===== src/rtl/adc_pkg.sv =====
// Shared definitions for the ADC scan sequencer: sample word layout,
// scan FSM encoding and the channel-select helper.
package adc_pkg;

  localparam int ADC_BITS    = 10;
  localparam int CHAN_BITS   = 3;
  localparam int SAMPLE_BITS = 13;
  localparam int NUM_CHAN    = 8;

  localparam int DATA_LSB = 0;
  localparam int CHAN_LSB = ADC_BITS;

  typedef enum logic [2:0] {
    S_IDLE,
    S_SELECT,
    S_WAIT_READY,
    S_TRIG,
    S_WAIT_LOW,
    S_WAIT_HIGH,
    S_CAPTURE
  } scan_state_t;

  function automatic logic [SAMPLE_BITS-1:0] pack_sample(input logic [CHAN_BITS-1:0] ch,
                                                         input logic [ADC_BITS-1:0]  data);
    logic [SAMPLE_BITS-1:0] s;
    s = '0;
    s[CHAN_LSB +: CHAN_BITS] = ch;
    s[DATA_LSB +: ADC_BITS]  = data;
    return s;
  endfunction

  // Lowest set bit wins, so channels are converted in ascending order.
  function automatic logic [CHAN_BITS-1:0] lowest_chan(input logic [NUM_CHAN-1:0] mask);
    logic [CHAN_BITS-1:0] ch;
    ch = '0;
    for (int i = NUM_CHAN - 1; i >= 0; i--) begin
      if (mask[i]) ch = CHAN_BITS'(i);
    end
    return ch;
  endfunction

endpackage


===== src/rtl/sample_fifo.sv =====
// First-word-fall-through result FIFO; a push into a full FIFO is dropped
// (flagged on o_drop) unless a pop frees a slot in the same cycle.
module sample_fifo #(
  parameter int DATA_W = 13,
  parameter int DEPTH  = 16
) (
  input  logic                       i_clk,
  input  logic                       i_rst_n,
  input  logic                       i_push,
  input  logic [DATA_W-1:0]          i_data,
  input  logic                       i_pop,
  output logic [DATA_W-1:0]          o_data,
  output logic                       o_empty,
  output logic [$clog2(DEPTH):0]     o_count,
  output logic                       o_drop
);

  localparam int AW = $clog2(DEPTH);
  localparam int CW = AW + 1;

  logic [DATA_W-1:0] r_mem [DEPTH];
  logic [AW-1:0]     r_wptr;
  logic [AW-1:0]     r_rptr;
  logic [CW-1:0]     r_count;

  logic w_full;
  logic w_empty;
  logic w_do_pop;
  logic w_do_push;

  assign w_full    = (r_count == CW'(DEPTH));
  assign w_empty   = (r_count == '0);
  assign w_do_pop  = i_pop && !w_empty;
  assign w_do_push = i_push && (!w_full || w_do_pop);

  always_ff @(posedge i_clk or negedge i_rst_n) begin
    if (!i_rst_n) begin
      r_wptr  <= '0;
      r_rptr  <= '0;
      r_count <= '0;
    end else begin
      if (w_do_push) r_wptr <= r_wptr + AW'(1);
      if (w_do_pop)  r_rptr <= r_rptr + AW'(1);
      case ({w_do_push, w_do_pop})
        2'b10:   r_count <= r_count + CW'(1);
        2'b01:   r_count <= r_count - CW'(1);
        default: r_count <= r_count;
      endcase
    end
  end

  always_ff @(posedge i_clk) begin
    if (w_do_push) r_mem[r_wptr] <= i_data;
  end

  // Head is forced to zero while empty so the output is defined out of reset.
  assign o_data  = w_empty ? '0 : r_mem[r_rptr];
  assign o_empty = w_empty;
  assign o_count = r_count;
  assign o_drop  = i_push && !w_do_push;

endmodule


===== src/rtl/adc_scan_sequencer.sv =====
// Periodic ADC channel scanner: one trigger/OutVal handshake per selected
// channel, results queued as {channel, data} words with sticky error flags.
module adc_scan_sequencer
  import adc_pkg::*;
#(
  parameter int PERIOD_CLKS  = 50000,
  parameter int FIFO_DEPTH   = 16,
  parameter int BUSY_TIMEOUT = 15
) (
  input  logic                   clock,
  input  logic                   reset_n,
  input  logic                   enable,
  input  logic [NUM_CHAN-1:0]    chan_mask,
  input  logic                   diffn_cfg,
  output logic                   adc_trigger,
  output logic [CHAN_BITS-1:0]   adc_channel,
  output logic                   adc_diffn,
  input  logic [ADC_BITS-1:0]    adc_dout,
  input  logic                   adc_outval,
  input  logic                   rd_en,
  output logic [SAMPLE_BITS-1:0] rd_data,
  output logic                   rd_empty,
  output logic [6:0]             rd_count,
  output logic                   overrun,
  output logic                   missed_tick,
  output logic                   timeout_err,
  input  logic                   clear_status
);

  localparam int PCNT_W = $clog2(PERIOD_CLKS);
  localparam int TCNT_W = $clog2(BUSY_TIMEOUT);
  localparam logic [PCNT_W-1:0] PERIOD_RELOAD = PCNT_W'(PERIOD_CLKS - 1);
  // Loaded in TRIG so the flag rises BUSY_TIMEOUT clocks after the trigger clock.
  localparam logic [TCNT_W-1:0] TIMEOUT_LOAD  = TCNT_W'(BUSY_TIMEOUT - 2);

  scan_state_t          r_state;
  logic [PCNT_W-1:0]    r_period_cnt;
  logic [TCNT_W-1:0]    r_tcnt;
  logic [NUM_CHAN-1:0]  r_scan_mask;
  logic [CHAN_BITS-1:0] r_chan;
  logic [ADC_BITS-1:0]  r_sample;
  logic                 r_trig;
  logic                 r_diffn;
  logic                 r_overrun;
  logic                 r_missed;
  logic                 r_timeout;

  logic                       w_tick;
  logic                       w_push;
  logic                       w_drop;
  logic                       w_timeout;
  logic [SAMPLE_BITS-1:0]     w_word;
  logic [$clog2(FIFO_DEPTH):0] w_fifo_count;

  assign w_tick    = enable && (r_period_cnt == '0);
  assign w_push    = (r_state == S_CAPTURE);
  assign w_timeout = (r_state == S_WAIT_LOW) && adc_outval && (r_tcnt == '0);
  assign w_word    = pack_sample(r_chan, r_sample);

  always_ff @(posedge clock or negedge reset_n) begin
    if (!reset_n) begin
      r_period_cnt <= PERIOD_RELOAD;
    end else if (!enable || r_period_cnt == '0) begin
      r_period_cnt <= PERIOD_RELOAD;
    end else begin
      r_period_cnt <= r_period_cnt - PCNT_W'(1);
    end
  end

  always_ff @(posedge clock or negedge reset_n) begin
    if (!reset_n) begin
      r_state     <= S_IDLE;
      r_scan_mask <= '0;
      r_chan      <= '0;
      r_tcnt      <= '0;
      r_trig      <= 1'b0;
      r_diffn     <= 1'b0;
    end else begin
      r_diffn <= diffn_cfg;
      case (r_state)
        S_IDLE: begin
          if (w_tick && chan_mask != '0) begin
            r_scan_mask <= chan_mask;
            r_state     <= S_SELECT;
          end
        end
        S_SELECT: begin
          if (r_scan_mask == '0) begin
            r_state <= S_IDLE;
          end else begin
            r_chan      <= lowest_chan(r_scan_mask);
            r_scan_mask <= r_scan_mask & (r_scan_mask - NUM_CHAN'(1));
            r_state     <= S_WAIT_READY;
          end
        end
        S_WAIT_READY: begin
          if (adc_outval) begin
            r_trig  <= 1'b1;
            r_state <= S_TRIG;
          end
        end
        S_TRIG: begin
          r_trig  <= 1'b0;
          r_tcnt  <= TIMEOUT_LOAD;
          r_state <= S_WAIT_LOW;
        end
        S_WAIT_LOW: begin
          if (!adc_outval)       r_state <= S_WAIT_HIGH;
          else if (r_tcnt == '0) r_state <= S_SELECT;
          else                   r_tcnt  <= r_tcnt - TCNT_W'(1);
        end
        S_WAIT_HIGH: begin
          if (adc_outval) r_state <= S_CAPTURE;
        end
        S_CAPTURE: r_state <= S_SELECT;
        default:   r_state <= S_IDLE;
      endcase
    end
  end

  always_ff @(posedge clock) begin
    if (r_state == S_WAIT_HIGH && adc_outval) r_sample <= adc_dout;
  end

  // Sticky flags: a set event in the same cycle as clear_status wins.
  always_ff @(posedge clock or negedge reset_n) begin
    if (!reset_n) begin
      r_overrun <= 1'b0;
      r_missed  <= 1'b0;
      r_timeout <= 1'b0;
    end else begin
      if (w_drop)                            r_overrun <= 1'b1;
      else if (clear_status)                 r_overrun <= 1'b0;
      if (w_tick && r_state != S_IDLE)       r_missed  <= 1'b1;
      else if (clear_status)                 r_missed  <= 1'b0;
      if (w_timeout)                         r_timeout <= 1'b1;
      else if (clear_status)                 r_timeout <= 1'b0;
    end
  end

  sample_fifo #(
    .DATA_W (SAMPLE_BITS),
    .DEPTH  (FIFO_DEPTH)
  ) u_fifo (
    .i_clk   (clock),
    .i_rst_n (reset_n),
    .i_push  (w_push),
    .i_data  (w_word),
    .i_pop   (rd_en),
    .o_data  (rd_data),
    .o_empty (rd_empty),
    .o_count (w_fifo_count),
    .o_drop  (w_drop)
  );

  assign adc_trigger = r_trig;
  assign adc_channel = r_chan;
  assign adc_diffn   = r_diffn;
  assign rd_count    = 7'(w_fifo_count);
  assign overrun     = r_overrun;
  assign missed_tick = r_missed;
  assign timeout_err = r_timeout;

endmodule


===== config.mk =====
export PLATFORM = sky130hd
export DESIGN_NAME = adc_scan_sequencer
export DESIGN_NICKNAME = d
export VERILOG_FILES = /design/src/rtl/adc_pkg.sv /design/src/rtl/sample_fifo.sv /design/src/rtl/adc_scan_sequencer.sv
export SDC_FILE = /design/constraint.sdc
export NUM_CORES = 1
export LEC_CHECK = 0
export CAP_MARGIN = 20
export CORE_ASPECT_RATIO = 0.9
export CORE_MARGIN = 2
export CORE_UTILIZATION = 55
export CTS_BUF_LIST = sky130_fd_sc_hd__clkbuf_4 sky130_fd_sc_hd__clkbuf_8
export CTS_CLUSTER_DIAMETER = 40
export CTS_CLUSTER_SIZE = 24
export DETAILED_ROUTE_END_ITERATION = 6
export GPL_ROUTABILITY_DRIVEN = 1
export PLACE_DENSITY = 0.85
export RECOVER_POWER = 50
export SKIP_CTS_REPAIR_TIMING = 1
export SLEW_MARGIN = 20
export SYNTH_ARGS = -nofsm -noshare
export SYNTH_HDL_FRONTEND = slang
export SYNTH_SLANG_ARGS = --single-unit

===== constraint.sdc =====
create_clock -name clock -period 2.9 [get_ports clock]
set_input_delay 0.58 -clock clock [delete_from_list [all_inputs] [get_ports clock]]
set_output_delay 0.58 -clock clock [all_outputs]
set_load 0.05 [all_outputs]

==> impl_metrics.yaml <==
floorplan:
  die_w_um: 154
  die-area_um2: 21500
  core_um2: 20000
  dieHeight_um: 139
  start_util: 0.561
  num_rows: 49
  ios: 54
place:
  placed_area_um2: 12400
  hpwl_um: 15000
  place_congestion: 0.901
  post-place-ws_ns: -0.0537
  io_buffers: 51
cells_and_area:
  final_area_um2: 13500
  fill_cells: 1260
  final_nets: 801
  area_growth_pct: 20.2
  final_util: 0.674
  multi_input_comb_area_um2: 3410
  diodes: 0
  final-seq-area_um2: 7870
  drive_gt1_frac: 0.322
global_routing:
  grt.total_usage: 0.225
  grt_pass1_wl_um: 37000
  grt_start_max_net_pins: 30
  grt_overflow: 0
  grt_pass1_vias: 6537
  antenna_found_initial: 0
critical_path:
  crit_required_ns: 2.32
  arrival_ns: 2.44
  crit_fanout: 7
  crit_type: "flip-flop to output pin"
  r2r_cells: 11
  worst_setup_path_end_kind: "output pin"
  crit_path_start_kind: "flip-flop"
drt:
  drtPass1Iterations: 7
  viasPerCell: 6.15
  drt-initial-drc-count: 539
  via_count: 6400
  wl_per_cell_um: 24.0
  ant_nets: 0
  drc_errors: 0
  wirelength_um: 25000
logic_synthesis:
  syn_area_per_cell_um2: 17.2
  ys.warnings.count: 0
  syn-cell-area_um2: 11200
  synth_cells: 652
  synth_seq_area_share: 0.701
  synth-edff-count: 218
  ys_types: 69
  ys_seq_elements: 270
  synth-main-ff-cell: "edfxtp_1"
  async_flop_share: 0.193
run_status:
  status: "finished with violations"
  violations: "setup timing"
sta:
  clock.fmax_mhz: 332
  slew_headroom: 0.0144
  hold_violations: 0
  worst_slew_pin_slew_ns: 1.48
  min_period_over_period: 1.04
  holdWs_ns: 0.344
  fin_crit_ns: 3.02
  fin_skew_ns: 0.0146
  setup_slack_ns: -0.116
  slew_violations: 0
  finalSetupViolCount: 13
  rsz0062_at_grt: "yes"
cts:
  clock-sinks: 270
  insertion_delay_ns: 0.58
  numCtsBuffers: 29
  clockRootBuffer: "clkbuf_8"
  cts_tree: "yes"
  cts_buffer_depth: 3
  cts.reportedPaths.clkPinSlew_ns: 0.09
  h-tree-depth: 1
power:
  power.leakage_nw: 4.63
  p_int_mw: 8.23
  power_density_nw_per_um2: 972
  p_switching_mw: 4.87
  switching_share: 0.372
  clkPwrFrac: 0.203
  pwr-share-seq: 0.385
  p_total_mw: 13.1
  comb_power_share: 0.412
  ir_worst_vdd_mv: 0.568
job:
  maxCapViolations: 0
worst_hold_path:
  worstHoldPathType: "input port to asynchronous set/reset pin"
-- cells in the final DEF (no fill, tap or decap), types with 8 or more instances in the layout --
cell type,synthesis,routed
nand3_1,11,11
xor2_1,8,8
ha_1,12,12
o21ai_0,10,10
mux2i_1,13,10
mux4_2,52,52
inv_1,18,17
a211oi_2,0,18
a211oi_4,0,8
clkdlybuf4s50_1,0,24
edfxtp_1,218,218
xnor2_1,17,17
nor2b_1,16,9
dfrtp_1,43,36
clkbuf_8,0,29
dfstp_2,9,9
dlygate4sd3_1,0,11
a21oi_1,11,11
nor2_1,32,32
nand2_1,24,24
buf_4,7,45
buf_6,2,16
-- per-layer routing --
metal / global-route usage / up-vias / wire [um]
li1: - / 2802 / -
met1: 0.304 / 3279 / 9840
met2: 0.378 / 270 / 12600
met3: 0.0448 / 49 / 1940
met4: 0.0682 / 0 / 605
met5: 0 / - / 0
-- sequential cells by signal, indices dropped and copies added (netlist names) --
name / flops
r_period_cnt: 16
u_fifo.o_count: 5
adc_trigger: 1
r_tcnt: 4
r_state: 3
u_fifo.r_rptr: 4
r_sample: 10
adc_diffn: 1
timeout_err: 1
u_fifo.r_wptr: 4
missed_tick: 1
adc_channel: 3
r_scan_mask: 8
overrun: 1
u_fifo.r_mem: 208
-- cell families (layout without fill, tap and decap cells) --
logic type,after synthesis,in the layout,share of synthesized area
buf+inv,52,185,0.0220
simple gates,146,146,0.0745
flops,270,270,0.701
compound gates,79,79,0.0510
other cells,1,2,0.000335
fa+ha+maj,12,12,0.0134
xor+xnor,25,25,0.0195
mux,67,67,0.118
-- power by group through the flow --
stage          Clock (mW)  Sequential (mW)  Combinational [mW]
2_1_floorplan           0             5.08                3.18
3_3_place_gp            0             5.04                4.46
3_5_place_dp            0             5.08                4.58
4_1_cts              2.70             4.99                4.60
5_1_grt              2.85             5.08                5.69
6_report             2.66             5.04                5.39
-- worst max-delay path: stages (launching register included) --
cell and delay [ns]:
dfrtp_2 0.46, buf_12 0.16, buf_8 0.13, mux4_2 0.49, nor2b_4 0.14, a211oi_2 0.19, a211oi_2 0.09, buf_6 0.21
-- cell type report --
cell class / instances / area share
multi-input cells: 331 / 0.253
well taps: 255 / 0.0237
inverters: 18 / 0.00501
repair buffers: 114 / 0.0873
clock inverters: 23 / 0.0173
clock buffers: 30 / 0.0302
flip-flops and latches: 270 / 0.584
-- through the flow --
| stage | std cells | setup TNS, ns |
|---|---|---|
| after global routing | 1041 | -2.20 |
| final | 1041 | -1.05 |
| after floorplan | 653 | -5.61 |
| after detailed placement | 969 | -0.0537 |
| after global placement | 969 | 0 |
| after CTS | 1022 | -3.75 |
-- synthesized netlist by cell type, types with 7 or more instances --
| cell type | count | area share |
|---|---|---|
| nor2_1 | 32 | 0.011 |
| nor4_1 | 9 | 0.0050 |
| dfstp_2 | 9 | 0.021 |
| inv_1 | 18 | 0.0060 |
| a211oi_1 | 26 | 0.017 |
| mux4_2 | 52 | 0.10 |
| mux2i_1 | 13 | 0.012 |
| clkbuf_1 | 12 | 0.0040 |
| o21ai_0 | 10 | 0.0045 |
| xor2_1 | 8 | 0.0063 |
| xnor2_1 | 17 | 0.013 |
| ha_1 | 12 | 0.013 |
| buf_4 | 7 | 0.0047 |
| a21oi_1 | 11 | 0.0049 |
| nand2_1 | 24 | 0.0080 |
| buf_2 | 8 | 0.0036 |
| nor2b_1 | 16 | 0.0089 |
| dfrtp_1 | 43 | 0.096 |
| nor3_1 | 7 | 0.0031 |
| edfxtp_1 | 218 | 0.58 |
| nand3_1 | 11 | 0.0049 |
-- final timing paths --
path / from / end / slack (ns)
hold reg to reg: r_period_cnt[0] / r_period_cnt[0] / 0.47
min in group clock: r_period_cnt[0] / r_period_cnt[0] / 0.47
setup reg to reg: u_fifo.o_count[1] / u_fifo.o_count[4] / 0.25
setup / recovery: u_fifo.r_rptr[1] / rd_data[8] / -0.12
max in group asynchronous: reset_n / u_fifo.o_count[0] / 0.51
hold / removal: reset_n / r_tcnt[0] / 0.34
No activity file was read; power rests on OpenSTA's default activity.
